===== src/rtl/qspi_fill_arbiter_if.sv =====
// Bundle of requester and flash-reader signals around qspi_fill_arbiter.
// master: the arbiter side. slave: requesters plus flash reader.
interface qspi_fill_arbiter_if;
    logic        req0;
    logic [23:0] addr0;
    logic        done0;
    logic        req1;
    logic [23:0] addr1;
    logic        done1;
    logic [23:0] fr_addr;
    logic        fr_rd;
    logic        fr_done;
    logic        busy;
    logic        owner;

    modport master (
        input  req0, addr0, req1, addr1, fr_done,
        output done0, done1, fr_addr, fr_rd, busy, owner
    );

    modport slave (
        output req0, addr0, req1, addr1, fr_done,
        input  done0, done1, fr_addr, fr_rd, busy, owner
    );
endinterface


===== src/rtl/qspi_fill_arbiter.sv =====
// Two-requester arbiter in front of a single QSPI line reader.
// Grants one 16-byte line fill at a time, merges same-line requests,
// and holds a GAP_CYCLES idle gap after each completion.
// Optional macro QSPI_ARB_FIXED_PRIO_EN: requester 0 always wins ties
// (no round-robin pointer); undefined gives round-robin.
module qspi_fill_arbiter #(
    parameter int unsigned GAP_CYCLES = 2
) (
    input  logic                       HCLK,
    input  logic                       HRESETn,
    qspi_fill_arbiter_if.master        bus
);

    localparam logic [1:0] IDLE  = 2'd0;
    localparam logic [1:0] ISSUE = 2'd1;
    localparam logic [1:0] BUSY  = 2'd2;
    localparam logic [1:0] GAP   = 2'd3;

    localparam logic [3:0] GAP_LOAD = (GAP_CYCLES == 0) ? 4'd0 : 4'(GAP_CYCLES - 1);

    logic [1:0]  state_q,   state_d;
    logic        owner_q,   owner_d;
    logic [23:0] fr_addr_q, fr_addr_d;
    logic        merge_q,   merge_d;
    logic        fr_rd_q,   fr_rd_d;
    logic        done0_q,   done0_d;
    logic        done1_q,   done1_d;
    logic [3:0]  gap_q,     gap_d;

    logic        eff0, eff1, win, other_req;
    logic [23:0] addr_w, addr_o;

    // A request still high in its own done cycle is the finished one, not a
    // new one; masking it stops a duplicate fill when GAP_CYCLES is 0.
    assign eff0 = bus.req0 & ~done0_q;
    assign eff1 = bus.req1 & ~done1_q;

`ifdef QSPI_ARB_FIXED_PRIO_EN
    // Winner selection: requester 0 has absolute priority
    always_comb begin
        win = ~eff0;
    end
`else
    logic last_q, last_d;

    // Winner selection: on a tie the requester other than the last owner wins
    always_comb begin
        win = (eff0 & eff1) ? ~last_q : eff1;
    end

    // Round-robin pointer; resets to 1 so requester 0 wins the first tie
    always_ff @(posedge HCLK or negedge HRESETn) begin
        if (!HRESETn) begin
            last_q <= 1'b1;
        end else begin
            last_q <= last_d;
        end
    end

    // Pointer follows the owner of each completed transaction
    always_comb begin
        last_d = last_q;
        if (state_q == BUSY && bus.fr_done) begin
            last_d = owner_q;
        end
    end
`endif

    assign addr_w    = win ? bus.addr1 : bus.addr0;
    assign addr_o    = win ? bus.addr0 : bus.addr1;
    assign other_req = win ? eff0 : eff1;

    // Next-state logic for grant, issue, completion and inter-transaction gap
    always_comb begin
        state_d   = state_q;
        owner_d   = owner_q;
        fr_addr_d = fr_addr_q;
        merge_d   = merge_q;
        gap_d     = gap_q;
        fr_rd_d   = 1'b0;
        done0_d   = 1'b0;
        done1_d   = 1'b0;
        case (state_q)
            IDLE: begin
                if (eff0 | eff1) begin
                    owner_d   = win;
                    fr_addr_d = {addr_w[23:4], 4'h0};
                    merge_d   = other_req && (addr_o[23:4] == addr_w[23:4]);
                    fr_rd_d   = 1'b1;
                    state_d   = ISSUE;
                end
            end
            ISSUE: begin
                state_d = BUSY;
            end
            BUSY: begin
                if (bus.fr_done) begin
                    done0_d = ~owner_q | merge_q;
                    done1_d = owner_q | merge_q;
                    if (GAP_CYCLES == 0) begin
                        state_d = IDLE;
                    end else begin
                        state_d = GAP;
                        gap_d   = GAP_LOAD;
                    end
                end
            end
            GAP: begin
                if (gap_q == 4'd0) begin
                    state_d = IDLE;
                end else begin
                    gap_d = gap_q - 4'd1;
                end
            end
            default: begin
                state_d = IDLE;
            end
        endcase
    end

    // State and registered outputs
    always_ff @(posedge HCLK or negedge HRESETn) begin
        if (!HRESETn) begin
            state_q   <= IDLE;
            owner_q   <= 1'b0;
            fr_addr_q <= '0;
            merge_q   <= 1'b0;
            fr_rd_q   <= 1'b0;
            done0_q   <= 1'b0;
            done1_q   <= 1'b0;
            gap_q     <= '0;
        end else begin
            state_q   <= state_d;
            owner_q   <= owner_d;
            fr_addr_q <= fr_addr_d;
            merge_q   <= merge_d;
            fr_rd_q   <= fr_rd_d;
            done0_q   <= done0_d;
            done1_q   <= done1_d;
            gap_q     <= gap_d;
        end
    end

    assign bus.fr_rd   = fr_rd_q;
    assign bus.fr_addr = fr_addr_q;
    assign bus.done0   = done0_q;
    assign bus.done1   = done1_q;
    assign bus.owner   = owner_q;
    assign bus.busy    = (state_q != IDLE);

endmodule


===== src/flat_wrapper.sv =====
// flat-port wrapper written by rule: the top's interface ports become plain ports
module qspi_fill_arbiter_flat 
#(
    parameter int unsigned GAP_CYCLES = 2
)
  (HCLK, HRESETn, bus_req0, bus_addr0, bus_req1, bus_addr1, bus_fr_done, bus_done0, bus_done1, bus_fr_addr, bus_fr_rd, bus_busy, bus_owner);
  qspi_fill_arbiter_if bus_i ();
  input  logic HCLK;
  input  logic HRESETn;
  input wire logic [$bits(bus_i.req0)-1:0] bus_req0;
  input wire logic [$bits(bus_i.addr0)-1:0] bus_addr0;
  input wire logic [$bits(bus_i.req1)-1:0] bus_req1;
  input wire logic [$bits(bus_i.addr1)-1:0] bus_addr1;
  input wire logic [$bits(bus_i.fr_done)-1:0] bus_fr_done;
  output wire logic [$bits(bus_i.done0)-1:0] bus_done0;
  output wire logic [$bits(bus_i.done1)-1:0] bus_done1;
  output wire logic [$bits(bus_i.fr_addr)-1:0] bus_fr_addr;
  output wire logic [$bits(bus_i.fr_rd)-1:0] bus_fr_rd;
  output wire logic [$bits(bus_i.busy)-1:0] bus_busy;
  output wire logic [$bits(bus_i.owner)-1:0] bus_owner;
  assign bus_i.req0 = bus_req0;
  assign bus_i.addr0 = bus_addr0;
  assign bus_i.req1 = bus_req1;
  assign bus_i.addr1 = bus_addr1;
  assign bus_i.fr_done = bus_fr_done;
  assign bus_done0 = bus_i.done0;
  assign bus_done1 = bus_i.done1;
  assign bus_fr_addr = bus_i.fr_addr;
  assign bus_fr_rd = bus_i.fr_rd;
  assign bus_busy = bus_i.busy;
  assign bus_owner = bus_i.owner;
  qspi_fill_arbiter #(.GAP_CYCLES(GAP_CYCLES)) u_core (.HCLK(HCLK), .HRESETn(HRESETn), .bus(bus_i));
endmodule

===== config.mk =====
export PLATFORM = sky130hd
export DESIGN_NAME = qspi_fill_arbiter_flat
export DESIGN_NICKNAME = d
export VERILOG_FILES = /design/src/rtl/qspi_fill_arbiter_if.sv /design/src/rtl/qspi_fill_arbiter.sv /design/src/flat_wrapper.sv
export SDC_FILE = /design/constraint.sdc
export NUM_CORES = 1
export LEC_CHECK = 0
export CORE_MARGIN = 10
export CORE_UTILIZATION = 42
export CTS_CLUSTER_SIZE = 25
export DETAILED_ROUTE_END_ITERATION = 10
export HOLD_SLACK_MARGIN = 0.1
export PLACE_DENSITY_LB_ADDON = 0.3
export SLEW_MARGIN = 20
export SYNTH_ARGS = -nofsm -noshare
export SYNTH_HDL_FRONTEND = slang
export SYNTH_SLANG_ARGS = --single-unit
export TNS_END_PERCENT = 30

===== constraint.sdc =====
create_clock -name HCLK -period 1.8 [get_ports HCLK]
set_input_delay 0.36 -clock HCLK [delete_from_list [all_inputs] [get_ports HCLK]]
set_output_delay 0.36 -clock HCLK [all_outputs]
set_load 0.05 [all_outputs]

==> results.cfg <==
[status]
outcome = finished, final reports clean

[routing]
num_vias = 1564
vias_per_cell = 5.03
wl_per_cell_um = 15.2
ant_nets = 0
drtPass1Iterations = 4
drt-initial-drc-count = 68
drc = 0
finalWirelength_mm = 4.74

[clocking]
clk_pin_slew_ps = 60
clkLatencyLatePin_ps = 290
cts_buffer_depth = 2
cts_tree = built
clkSinkCount = 32
cts_inserted_buffers = 5
cts_hold_buf = 0
clock-root-buffer = clkbuf_8
htree_levels = 2

[yosys]
synth.largest_area_cell = dfrtp_1
synth_commonest_cells = dfrtp_1 (31), nand2_1 (26), mux2i_1 (20), o21ai_0 (20), xor2_1 (19)
ys_types = 36
synth_top_area_share_pct = 42.7
ys_ff_latch = 32
async_flop_share_pct = 100
seq_area_frac_synth_pct = 44.1
synth_cells = 181
netlist_area_um2 = 1820
ys_warn_count = 0
synthTopCellsByArea = dfrtp_1 (43%), mux2i_1 (11%), xor2_1 (9.2%), o21ai_0 (5.5%), nand2_1 (5.4%)
ys.flop_type = dfrtp_1
synth_edf_count = 0
synth.avg_cell_area_um2 = 10.0
yosysMostFrequentCell = dfrtp_1

[layout]
seq_area_um2 = 802
syn_to_final_growth_pct = 46.9
num_antenna_cells = 0
nNetsFinal = 318
multi_input_comb_area_um2 = 920
drive_gt1_share_pct = 19.5
fill_cells = 343
stdcell_area_um2 = 2670

[critical_path]
startpoint_type = register
crit_required_ps = 1440
cp.arrival_ps = 1350
worstPathMaxFanout = 3
crit_type = register to output port
cp-end-kind = output port

[power_and_ir_drop]
peakVddDrop_v = 0.00114
power.density_nw_per_um2 = 1710
p_total_mw = 4.58
power.leakage_nw = 1.30

[grt]
track_usage_pct = 12.7
grt_max_degree = 45
grt_first_pass_wirelength_mm = 7.69
grt_pass1_vias = 1672
antenna_found_initial = 0
overflow = 0

[placed_design]
gp_congestion = 0.739
place_area_um2 = 2570
io_buffers = 69
dp.final_hpwl_mm = 3.78

[sta]
fin_crit_ps = 1710
rsz0062_at_grt = false
post-route-period-util_pct = 94.7
max_freq_mhz = 586
hold_viol = 0
maxSlewViolCount = 0
setup_viol = 0
finalClockSkew_ps = 7.87

[floorplanning]
die-width_um = 85.8
core_area_um2 = 4090
std_cell_rows = 23
dieArea_um2 = 7360
initial_core_util_pct = 44.5
boundaryPins = 82
die_h_um = 85.8

[job]
drv_cap = 0

[worst_hold_path]
hp-class = input port to async pin
-- cell type report --
class | instances | area share, %
Clock buffer | 8 | 3.75
Inverter | 7 | 0.984
Multi-Input combinational cell | 134 | 34.4
Sequential cell | 32 | 30.0
Tap cell | 50 | 2.34
Timing Repair Buffer | 80 | 28.5
-- path summary, 6_finish.rpt --
| path | start | end | slack (ps) | depth (start not counted) |
|---|---|---|---|---|
| setup / recovery | u_core.state_q[0] | bus_busy | 90 | 5 |
| hold / removal | HRESETn | u_core.gap_q[2] | 440 | 2 |
| setup reg to reg | u_core.gap_q[0] | u_core.state_q[1] | 150 | 6 |
| hold reg to reg | u_core.bus.fr_addr[11] | u_core.bus.fr_addr[11] | 480 | 2 |
| max in group asynchronous | HRESETn | u_core.last_q | 1120 | 2 |
| min in group HCLK | u_core.bus.fr_addr[11] | u_core.bus.fr_addr[11] | 480 | 2 |
-- stage by stage --
| step | instances | utilization (%) | worst slack, ps | hold slack, ps | TNS [ps] |
|---|---|---|---|---|---|
| detailed placement | 303 | 62.9 | -40.8 | 471 | -165 |
| CTS | 311 | 65.4 | 80.9 | 445 | 0 |
| global placement | 303 | 62.9 | -32.7 | 464 | -58.3 |
| finish | 311 | 65.4 | 94.9 | 438 | 0 |
| floorplan | 184 | - | 64.2 | 64.4 | 0 |
| global route | 311 | 65.4 | 18.1 | 461 | 0 |
-- cells by family (layout without fill, tap and decap cells) --
| logic type | after synthesis | in the layout | synth area share, % |
|---|---|---|---|
| AOI/OAI and AO/OA | 38 | 38 | 12.7 |
| muxes | 22 | 22 | 12.3 |
| buffers and inverters | 18 | 95 | 5.92 |
| DFF | 32 | 32 | 44.1 |
| other | 1 | 4 | 0.206 |
| adders and majority gates | 5 | 5 | 3.44 |
| and+or+nand+nor | 45 | 45 | 11.8 |
| xor gates and xnor gates | 20 | 20 | 9.64 |
-- sequential cells by signal, indices dropped and copies added, names as in the netlist --
name,count
u_core.bus.done0,1
u_core.bus.done1,1
u_core.bus.fr_addr,20
u_core.bus.fr_rd,1
u_core.bus.owner,1
u_core.gap_q,4
u_core.last_q,1
u_core.merge_q,1
u_core.state_q,2
-- worst max-delay path, stage by stage (launching register included) --
cell and delay [ps]:
dfrtp_1 380, inv_1 100, ha_1 230, inv_1 70, buf_4 150, buf_12 140
-- metal layers --
metal	global-route usage (%)	wire length, um
met1	13.3	1880
met2	22.5	2400
met3	5.01	386
met4	4.49	70
met5	0	0
-- layout by cell type, fill, tap and decap left out, types with 3 or more instances in the layout --
cell type,n
a21oi_1,4
mux2i_1,20
inv_1,6
buf_12,4
nor3_1,3
nor2_1,3
a31oi_1,4
nor4_1,4
buf_4,32
clkdlybuf4s50_1,44
ha_1,5
clkbuf_8,7
dfrtp_1,31
xor2_1,19
o21ai_0,20
conb_1,4
nand2_1,26
-- repair_timing --
action | in CTS | in global routing
resized for setup | 0 | 1
buffers inserted | 0 | 0
endpoints found under the setup margin | 0 | 1
-- where the power goes --
part / internal [mW] / switching [mW] / total (mW)
Clock: 0.349 / 0.268 / 0.616
Sequential: 1.05 / 0.197 / 1.25
Combinational: 0.999 / 1.71 / 2.71
Power figures use the tool's default switching activity.
